<file path="config.mk">
export PLATFORM = sky130hd
export DESIGN_NAME = mem_port_arbiter_flat
export DESIGN_NICKNAME = d
export VERILOG_FILES = /design/src/rtl/cpu_pkg.sv /design/src/rtl/mem_port_arbiter_if.sv /design/src/rtl/mem_port_arbiter_rr_arb2.sv /design/src/rtl/mem_port_arbiter.sv /design/src/flat_wrapper.sv
export SDC_FILE = /design/constraint.sdc
export NUM_CORES = 1
export LEC_CHECK = 0
export ABC_AREA = 1
export BUFFER_PORTS_ARGS = -buffer_cell sky130_fd_sc_hd__buf_2
export CAP_MARGIN = 20
export CORE_ASPECT_RATIO = 1.75
export CORE_MARGIN = 3
export CORE_UTILIZATION = 39
export DETAILED_ROUTE_END_ITERATION = 7
export PLACE_DENSITY_LB_ADDON = 0.15
export SYNTH_ARGS = -nofsm -noshare
export SYNTH_HDL_FRONTEND = slang
export SYNTH_SLANG_ARGS = --single-unit
</file>
<file path="constraint.sdc">
create_clock -name clk -period 2.55 [get_ports clk]
set_clock_uncertainty 0.2 [all_clocks]
set_input_delay 0.255 -clock clk [delete_from_list [all_inputs] [get_ports clk]]
set_output_delay 0.255 -clock clk [all_outputs]
set_load 0.01 [all_outputs]
</file>
<file path="src/rtl/cpu_pkg.sv">
// rtl/cpu_pkg.sv - shared types and constants for the memory port arbiter
package cpu_pkg;

    typedef enum logic [1:0] {
        IDLE = 2'd0,
        REQ  = 2'd1,
        RSP  = 2'd2
    } arb_state_t;

    typedef enum logic {
        OWN_IF = 1'b0,
        OWN_D  = 1'b1
    } arb_owner_t;

    // Wide enough for any byte-enable width; users slice the low BE_W bits.
    localparam logic [127:0] MEM_BE_ALL = '1;

endpackage

</file>
<file path="src/rtl/mem_port_arbiter_if.sv">
// rtl/mem_port_arbiter_if.sv - requester, memory and status signals of the port arbiter
interface mem_port_arbiter_if #(
    parameter int ADDR_W = 32,
    parameter int DATA_W = 32
);
    logic                  if_req;
    logic [ADDR_W-1:0]     if_addr;
    logic                  if_gnt;
    logic                  if_rvalid;
    logic [DATA_W-1:0]     if_rdata;

    logic                  d_req;
    logic                  d_we;
    logic [ADDR_W-1:0]     d_addr;
    logic [DATA_W-1:0]     d_wdata;
    logic [DATA_W/8-1:0]   d_be;
    logic                  d_gnt;
    logic                  d_rvalid;
    logic [DATA_W-1:0]     d_rdata;

    logic                  mem_req;
    logic                  mem_we;
    logic [ADDR_W-1:0]     mem_addr;
    logic [DATA_W-1:0]     mem_wdata;
    logic [DATA_W/8-1:0]   mem_be;
    logic                  mem_gnt;
    logic                  mem_rvalid;
    logic [DATA_W-1:0]     mem_rdata;

    logic                  busy;
    logic                  err;

    modport slave (
        input  if_req, if_addr, d_req, d_we, d_addr, d_wdata, d_be,
        input  mem_gnt, mem_rvalid, mem_rdata,
        output if_gnt, if_rvalid, if_rdata, d_gnt, d_rvalid, d_rdata,
        output mem_req, mem_we, mem_addr, mem_wdata, mem_be, busy, err
    );

    modport master (
        output if_req, if_addr, d_req, d_we, d_addr, d_wdata, d_be,
        output mem_gnt, mem_rvalid, mem_rdata,
        input  if_gnt, if_rvalid, if_rdata, d_gnt, d_rvalid, d_rdata,
        input  mem_req, mem_we, mem_addr, mem_wdata, mem_be, busy, err
    );
endinterface

</file>
<file path="src/rtl/mem_port_arbiter_rr_arb2.sv">
// rtl/mem_port_arbiter_rr_arb2.sv - combinational 2-way round-robin pick
module rr_arb2
    import cpu_pkg::*;
(
    input  logic       req_if_i,
    input  logic       req_d_i,
    input  logic       mask_if_i,
    input  logic       mask_d_i,
    input  arb_owner_t last_owner_i,
    output logic       valid_o,
    output arb_owner_t winner_o
);
    logic act_if;
    logic act_d;

    always_comb begin
        act_if   = req_if_i & ~mask_if_i;
        act_d    = req_d_i & ~mask_d_i;
        valid_o  = act_if | act_d;
        winner_o = OWN_IF;
        if (act_d && !act_if) begin
            winner_o = OWN_D;
        end else if (act_d && act_if && last_owner_i == OWN_IF) begin
            winner_o = OWN_D;
        end
    end
endmodule

</file>
<file path="src/rtl/mem_port_arbiter.sv">
// rtl/mem_port_arbiter.sv - shares one memory port between fetch and load/store, round-robin
module mem_port_arbiter
    import cpu_pkg::*;
#(
    parameter int ADDR_W      = 32,
    parameter int DATA_W      = 32,
    parameter int TIMEOUT_CYC = 255
) (
    input  logic clk,
    input  logic rst_n,
    mem_port_arbiter_if.slave bus
);
    localparam int BE_W  = DATA_W / 8;
    localparam int CNT_W = (TIMEOUT_CYC > 0) ? $clog2(TIMEOUT_CYC + 1) : 1;

    arb_state_t          state_q, state_d;
    arb_owner_t          owner_q, owner_d;
    arb_owner_t          last_owner_q, last_owner_d;
    logic [CNT_W-1:0]    cnt_q, cnt_d;
    logic                if_gnt_q, if_gnt_d;
    logic                d_gnt_q, d_gnt_d;
    logic                mem_we_q, mem_we_d;
    logic [ADDR_W-1:0]   mem_addr_q, mem_addr_d;
    logic [DATA_W-1:0]   mem_wdata_q, mem_wdata_d;
    logic [BE_W-1:0]     mem_be_q, mem_be_d;

    logic                in_rsp;
    logic                timeout_hit;
    logic                done;
    logic                load;
    logic                arb_valid;
    arb_owner_t          arb_winner;

    // The completing owner is masked so the other side gets the port back-to-back.
    rr_arb2 u_rr_arb2 (
        .req_if_i     (bus.if_req),
        .req_d_i      (bus.d_req),
        .mask_if_i    (in_rsp && owner_q == OWN_IF),
        .mask_d_i     (in_rsp && owner_q == OWN_D),
        .last_owner_i (last_owner_q),
        .valid_o      (arb_valid),
        .winner_o     (arb_winner)
    );

    always_comb begin
        in_rsp      = (state_q == RSP);
        timeout_hit = (TIMEOUT_CYC != 0) && in_rsp && !bus.mem_rvalid
                      && (cnt_q == CNT_W'(TIMEOUT_CYC));
        done        = in_rsp && (bus.mem_rvalid || timeout_hit);
    end

    always_comb begin
        bus.mem_req   = (state_q == REQ);
        bus.busy      = (state_q != IDLE);
        bus.err       = timeout_hit;
        bus.if_gnt    = if_gnt_q;
        bus.d_gnt     = d_gnt_q;
        bus.mem_we    = mem_we_q;
        bus.mem_addr  = mem_addr_q;
        bus.mem_wdata = mem_wdata_q;
        bus.mem_be    = mem_be_q;
        bus.if_rvalid = done && owner_q == OWN_IF;
        bus.d_rvalid  = done && owner_q == OWN_D;
        bus.if_rdata  = (in_rsp && owner_q == OWN_IF && !timeout_hit) ? bus.mem_rdata : '0;
        bus.d_rdata   = (in_rsp && owner_q == OWN_D && !timeout_hit) ? bus.mem_rdata : '0;
    end

    always_comb begin
        state_d      = state_q;
        owner_d      = owner_q;
        last_owner_d = last_owner_q;
        cnt_d        = cnt_q;
        if_gnt_d     = 1'b0;
        d_gnt_d      = 1'b0;
        load         = 1'b0;
        unique case (state_q)
            IDLE: begin
                load = arb_valid;
            end
            REQ: begin
                if (bus.mem_gnt) begin
                    state_d  = RSP;
                    cnt_d    = '0;
                    if_gnt_d = (owner_q == OWN_IF);
                    d_gnt_d  = (owner_q == OWN_D);
                end
            end
            RSP: begin
                cnt_d = cnt_q + CNT_W'(1);
                if (done) begin
                    last_owner_d = owner_q;
                    load         = arb_valid && !timeout_hit;
                    state_d      = IDLE;
                end
            end
            default: state_d = IDLE;
        endcase
        if (load) begin
            state_d = REQ;
            owner_d = arb_winner;
        end
    end

    always_comb begin
        mem_we_d    = mem_we_q;
        mem_addr_d  = mem_addr_q;
        mem_wdata_d = mem_wdata_q;
        mem_be_d    = mem_be_q;
        if (load) begin
            if (arb_winner == OWN_IF) begin
                mem_we_d    = 1'b0;
                mem_addr_d  = bus.if_addr;
                mem_wdata_d = '0;
                mem_be_d    = MEM_BE_ALL[BE_W-1:0];
            end else begin
                mem_we_d    = bus.d_we;
                mem_addr_d  = bus.d_addr;
                mem_wdata_d = bus.d_wdata;
                mem_be_d    = bus.d_be;
            end
        end
    end

    always_ff @(posedge clk or negedge rst_n) begin
        if (!rst_n) begin
            state_q      <= IDLE;
            owner_q      <= OWN_IF;
            last_owner_q <= OWN_D;
            cnt_q        <= '0;
            if_gnt_q     <= 1'b0;
            d_gnt_q      <= 1'b0;
            mem_we_q     <= 1'b0;
            mem_addr_q   <= '0;
            mem_wdata_q  <= '0;
            mem_be_q     <= '0;
        end else begin
            state_q      <= state_d;
            owner_q      <= owner_d;
            last_owner_q <= last_owner_d;
            cnt_q        <= cnt_d;
            if_gnt_q     <= if_gnt_d;
            d_gnt_q      <= d_gnt_d;
            mem_we_q     <= mem_we_d;
            mem_addr_q   <= mem_addr_d;
            mem_wdata_q  <= mem_wdata_d;
            mem_be_q     <= mem_be_d;
        end
    end
endmodule

</file>
<file path="src/flat_wrapper.sv">
// flat-port wrapper written by rule: the top's interface ports become plain ports
module mem_port_arbiter_flat import cpu_pkg::*;
#(
    parameter int ADDR_W      = 32,
    parameter int DATA_W      = 32,
    parameter int TIMEOUT_CYC = 255
)
  (clk, rst_n, bus_if_req, bus_if_addr, bus_d_req, bus_d_we, bus_d_addr, bus_d_wdata, bus_d_be, bus_mem_gnt, bus_mem_rvalid, bus_mem_rdata, bus_if_gnt, bus_if_rvalid, bus_if_rdata, bus_d_gnt, bus_d_rvalid, bus_d_rdata, bus_mem_req, bus_mem_we, bus_mem_addr, bus_mem_wdata, bus_mem_be, bus_busy, bus_err);
  mem_port_arbiter_if #(.ADDR_W(ADDR_W), .DATA_W(DATA_W)) bus_i ();
  input  logic clk;
  input  logic rst_n;
  input wire logic [$bits(bus_i.if_req)-1:0] bus_if_req;
  input wire logic [$bits(bus_i.if_addr)-1:0] bus_if_addr;
  input wire logic [$bits(bus_i.d_req)-1:0] bus_d_req;
  input wire logic [$bits(bus_i.d_we)-1:0] bus_d_we;
  input wire logic [$bits(bus_i.d_addr)-1:0] bus_d_addr;
  input wire logic [$bits(bus_i.d_wdata)-1:0] bus_d_wdata;
  input wire logic [$bits(bus_i.d_be)-1:0] bus_d_be;
  input wire logic [$bits(bus_i.mem_gnt)-1:0] bus_mem_gnt;
  input wire logic [$bits(bus_i.mem_rvalid)-1:0] bus_mem_rvalid;
  input wire logic [$bits(bus_i.mem_rdata)-1:0] bus_mem_rdata;
  output wire logic [$bits(bus_i.if_gnt)-1:0] bus_if_gnt;
  output wire logic [$bits(bus_i.if_rvalid)-1:0] bus_if_rvalid;
  output wire logic [$bits(bus_i.if_rdata)-1:0] bus_if_rdata;
  output wire logic [$bits(bus_i.d_gnt)-1:0] bus_d_gnt;
  output wire logic [$bits(bus_i.d_rvalid)-1:0] bus_d_rvalid;
  output wire logic [$bits(bus_i.d_rdata)-1:0] bus_d_rdata;
  output wire logic [$bits(bus_i.mem_req)-1:0] bus_mem_req;
  output wire logic [$bits(bus_i.mem_we)-1:0] bus_mem_we;
  output wire logic [$bits(bus_i.mem_addr)-1:0] bus_mem_addr;
  output wire logic [$bits(bus_i.mem_wdata)-1:0] bus_mem_wdata;
  output wire logic [$bits(bus_i.mem_be)-1:0] bus_mem_be;
  output wire logic [$bits(bus_i.busy)-1:0] bus_busy;
  output wire logic [$bits(bus_i.err)-1:0] bus_err;
  assign bus_i.if_req = bus_if_req;
  assign bus_i.if_addr = bus_if_addr;
  assign bus_i.d_req = bus_d_req;
  assign bus_i.d_we = bus_d_we;
  assign bus_i.d_addr = bus_d_addr;
  assign bus_i.d_wdata = bus_d_wdata;
  assign bus_i.d_be = bus_d_be;
  assign bus_i.mem_gnt = bus_mem_gnt;
  assign bus_i.mem_rvalid = bus_mem_rvalid;
  assign bus_i.mem_rdata = bus_mem_rdata;
  assign bus_if_gnt = bus_i.if_gnt;
  assign bus_if_rvalid = bus_i.if_rvalid;
  assign bus_if_rdata = bus_i.if_rdata;
  assign bus_d_gnt = bus_i.d_gnt;
  assign bus_d_rvalid = bus_i.d_rvalid;
  assign bus_d_rdata = bus_i.d_rdata;
  assign bus_mem_req = bus_i.mem_req;
  assign bus_mem_we = bus_i.mem_we;
  assign bus_mem_addr = bus_i.mem_addr;
  assign bus_mem_wdata = bus_i.mem_wdata;
  assign bus_mem_be = bus_i.mem_be;
  assign bus_busy = bus_i.busy;
  assign bus_err = bus_i.err;
  mem_port_arbiter #(.ADDR_W(ADDR_W), .DATA_W(DATA_W), .TIMEOUT_CYC(TIMEOUT_CYC)) u_core (.clk(clk), .rst_n(rst_n), .bus(bus_i));
endmodule
</file>
# Word-level counts from Yosys, hierarchy flattened
# Index checks and enable logic that the tools add are counted.
# Widths: inputs -> output; s select.
# word_totals
regBits	83
wordCells	68
# classes
n_addsub	1
n_eq_ne	7
mux	20
n_bitwise	7
reduce_logical	23
# ops
operator	count
$mux 32	4
$pmux 8 s2	1
$logic_and 1x1->1	13
$add 8x1->8 const B	1
$eq 8x8->1 const B	1
$mux 1	8
$mux 8	1
$mux 2	3
$pmux 2 s3	1
$mux 4	1
$not 1->1	4
$reduce_and 2->1	2
$reduce_bool 2->1	2
$logic_not 1->1	3
$ne 3x2->1 const B	1
$ne 3x3->1 const B	1
$reduce_and 3->1	1
$and 1x1->1	2
$eq 2x1->1 const B	1
$eq 2x2->1 const B	1
$logic_not 2->1	1
$ne 2x1->1 const B	1
$ne 2x2->1 const B	1
$pmux 1 s2	1
2 further kinds	2

# Depth between registers and ports, before layout
# depth
depth_word	10
mapped_depth	10
depth_no_buf	8

# Cells and area by module
# A second synthesis with hierarchy kept.
# unflattened
cells_unflattened	544
area_unflattened_um2	4141.5
# modules_own_cells
mod	instances	cells_per_inst	area_each_um2	seq_area_each_um2
mem_port_arbiter	1	536	4108.9	2078.2
rr_arb2	1	8	32.5	0.0

# Worst setup path before layout
# OpenSTA, ideal clock, no wires.
# synth_timing
kind	flip-flop to output port
from	register u_core.state_q[1]
to	output bus_d_rdata[10]
arrival_time_ns	1.343
path_slack_ns	0.752
path_stages_with_launch	8
n_path_buf	2
path_cell_list	dfrtp_1 > buf_2 > nand2_1 > inv_1 > nand4_1 > nand3_1 > buf_2 > nor2_1
# synth_between
elab_chain_cells	6
# synth_lines
item	line	text
start: declaration	mem_port_arbiter.sv:16	arb_state_t state_q, state_d;
start signal: assignment	mem_port_arbiter.sv:137	state_q <= state_d;
$eq 2x2->1 (*)	mem_port_arbiter.sv:46	in_rsp = (state_q == RSP);
$logic_and 1x1->1	mem_port_arbiter.sv:47	timeout_hit = (TIMEOUT_CYC != 0) && in_rsp && !bus.mem_rvalid
$logic_and 1x1->1	mem_port_arbiter.sv:48	&& (cnt_q == CNT_W'(TIMEOUT_CYC));
$logic_not 1->1	mem_port_arbiter.sv:65	bus.d_rdata = (in_rsp && owner_q == OWN_D && !timeout_hit) ? bus.mem_rdata : '0;
$logic_and 1x1->1 (*)	mem_port_arbiter.sv:65	
$mux 32 (*)	mem_port_arbiter.sv:65	
end: declaration	flat_wrapper.sv:27	output wire logic [$bits(bus_i.d_rdata)-1:0] bus_d_rdata;
# Every way passes the cells marked *; elsewhere a longest branch is shown, timed or not.

# Worst setup path after layout
# layout_timing
from	register u_core.state_q[1]
to	output bus_if_rdata[18]
# layout_between
elab_chain_cells	6
# layout_lines
item	line	text
$eq 2x2->1 (*)	mem_port_arbiter.sv:46	
$logic_and 1x1->1	mem_port_arbiter.sv:47	
$logic_and 1x1->1	mem_port_arbiter.sv:48	
$logic_not 1->1	mem_port_arbiter.sv:64	bus.if_rdata = (in_rsp && owner_q == OWN_IF && !timeout_hit) ? bus.mem_rdata : '0;
$logic_and 1x1->1 (*)	mem_port_arbiter.sv:64	
$mux 32 (*)	mem_port_arbiter.sv:64	
end: declaration	flat_wrapper.sv:24	output wire logic [$bits(bus_i.if_rdata)-1:0] bus_if_rdata;
# Marked as above.

==> metrics.yaml <==
hold_violations: 0
detail_route.first_pass.iterations: 4
pre_cts_ws_ns: 0.4290
wl_met3_mm: 1.568
gr-total-overflow: 0
timing.hold.worst.class: "in -> reg"
syn-num-nets: 763
ys_seq_area_frac: 0.4791
syn_inst: 623
synth_compound_area_frac: 0.02509
status: "complete, no violations"
nets: 1072
cp-start-kind: "flop"
vias_per_cell: 4.715
die_height_microns: 145.5
area_delta_synth_final_pct: 50.79
worstRegToRegCells: 9
fmax_mhz: 416.7
worstHoldStart: "bus_if_addr[30]"
muxShareOfSynthArea: 0
synthAdderAreaFrac: 0.002884
hpwl_mm: 11.62
met2_length_mm: 7.627
max_slew_margin: 0.6120
cts_tree: "done"
synth_top_family_by_area: "simple AND/OR/NAND/NOR gates"
r2r_end: "u_core.bus.mem_wdata[30]"
drt-initial-drc-count: 175
final-max-slew-violation-count: 0
rows: 50
top_layer_used: "met5"
grt_pass1_vias: 4892
synth_flop_cell: "dfrtp_1"
port_buffers: 278
r2r_start: "u_core.owner_q"
setup_tns_ns: 0
fin_ws_ns: 0.1504
min_path_cells: 5
async_flop_share: 1.000
drt_wl_total_mm: 15.23
drive_gt1_frac: 0.3383
cts.sinks: 83
ant_nets: 0
final_common_cell: "buf_2"
met1_length_mm: 5.361
synth_edf_count: 0
die_x_microns: 85.73
h-tree-depth: 3
fp.dieArea_sq_um: 12470
finalCriticalPeriod_ns: 2.400
holdPathEnd: "u_core.bus.mem_addr[30]"
p_per_area_nw_per_um2: 955.5
antenna_found_initial: 5
yosysWarnings: 0
critPathKind: "reg -> out"
synth_area_sq_um: 4338
gp_congestion: 0.8498
synth_cell_types: 24
drc: 0
cts_buffers: 9
vdd_drop_max_mv: 0.4809
synth_simple_gate_area_share: 0.3594
track_usage: 0.2416
wl_per_cell_microns: 14.26
p_leak_nw: 4.212
clockBufferDepth: 2
cts_setup_buffers: 0
clk_latency_ns: 0.33
cp_max_fo: 32
total_power_mw: 6.250
final_cell_mix: "buf_2, nand2_1, inv_1, dfrtp_1, nor2_1"
worst_pin_slew_ns: 0.5820
synth-seq-cells: 83
cts-root-buf: "clkbuf_16"
critPathRequiredTime_ns: 2.10
critPathArrivalTime_ns: 1.94
clk_pin_slew_ns: 0.07
rsz0062_at_grt: "false"
grt_max_degree: 47
core_sq_um: 10760
synth-xor-area-share: 0.002019
cap_violations: 0
critPathCaptureType: "primary output"
routed-via-count: 5036
r2r_slack_ns: 0.50
syn_area_per_cell_sq_um: 6.963
grt_first_pass_wirelength_mm: 23.81
timing.hold.ws_ns: 0.01420
initial_core_util: 0.4031
final.period_utilization: 0.9410
setup_viol: 0
ios: 279
-- flip-flops by register name (all words and copies together) (netlist names) --
signal / cells
u_core.bus.mem_addr: 32
u_core.bus.mem_wdata: 32
u_core.cnt_q: 8
u_core.bus.mem_be: 4
u_core.state_q: 2
u_core.bus.d_gnt: 1
u_core.bus.if_gnt: 1
u_core.bus.mem_we: 1
u_core.last_owner_q: 1
u_core.owner_q: 1
-- logic make-up after synthesis --
logic type	count (synthesis)
flip-flops	83
XOR/XNOR	1
AND/OR/NAND/NOR	382
adder cells (fa/ha/maj)	1
buffers and inverters	138
AO/OA/AOI/OAI	18
-- critical path, stage by stage (launching register included) --
cell	delay, ns
dfrtp_1	0.48
nand2_1	0.19
inv_1	0.21
nand4_1	0.15
nand3_1	0.11
buf_6	0.23
nor2_1	0.07
buf_2	0.15
-- synthesized netlist by cell type (all sizes together), types with 2 or more instances --
cell,n,area share
clkbuf,6,0.0052
inv,108,0.093
nor3,2,0.0023
o21ai,9,0.010
buf,24,0.033
dfrtp,82,0.47
nand2,229,0.20
nand4,2,0.0029
nand3,74,0.088
a21oi,6,0.0095
nor2,75,0.067
-- worst max path at each step --
stage / startpoint / endpoint / slack, ns
2_1_floorplan: u_core.state_q[1] / bus_d_rdata[10] / 0.75
3_3_place_gp: u_core.cnt_q[0] / bus_if_rdata[18] / 0.50
3_5_place_dp: u_core.cnt_q[0] / bus_if_rdata[18] / 0.43
4_1_cts: u_core.cnt_q[0] / bus_if_rdata[18] / 0.07
5_1_grt: u_core.cnt_q[0] / bus_if_rdata[8] / 0.003
6_report: u_core.state_q[1] / bus_if_rdata[18] / 0.15
-- per-stage QoR --
stage / std cells / util / area (sq um)
finish: 1068 / 0.6079 / 6541
global route: 1067 / 0.6077 / 6539
CTS: 1067 / 0.6064 / 6525
detailed placement: 1012 / 0.5413 / 5824
global placement: 1012 / 0.5413 / 5824
floorplan: 623 / - / 4338
-- repair_timing --
item                       4_1_cts  5_1_grt
hold buffers                    39        0
resized for setup                0        4
hold endpoints to repair        82        0
setup endpoints to repair        0       64
-- layer usage --
layer / GRT usage / vias to the layer above
met3: 0.08329 / 47
li1: - / 2462
met5: 0 / -
met1: 0.2437 / 2273
met2: 0.4334 / 244
met4: 0.1141 / 10
-- cell type report --
cell class,instances,area (sq um)
fillers,1039,4219
flip-flops and latches,83,2078
repair buffers,328,1891
multi-input cells,402,1692
inverters,108,405.4
clock buffers,10,239.0
well taps,130,162.7
clock inverters,6,71.32
diodes,1,2.502
-- power breakdown --
part	leakage (nW)	internal (mW)	switching (mW)	total [mW]
clock network	0.146	0.794	0.541	1.34
logic	3.01	1.04	1.71	2.75
registers	1.05	1.85	0.322	2.17
total	4.21	3.68	2.57	6.25
No activity file was read; power rests on OpenSTA's default activity.
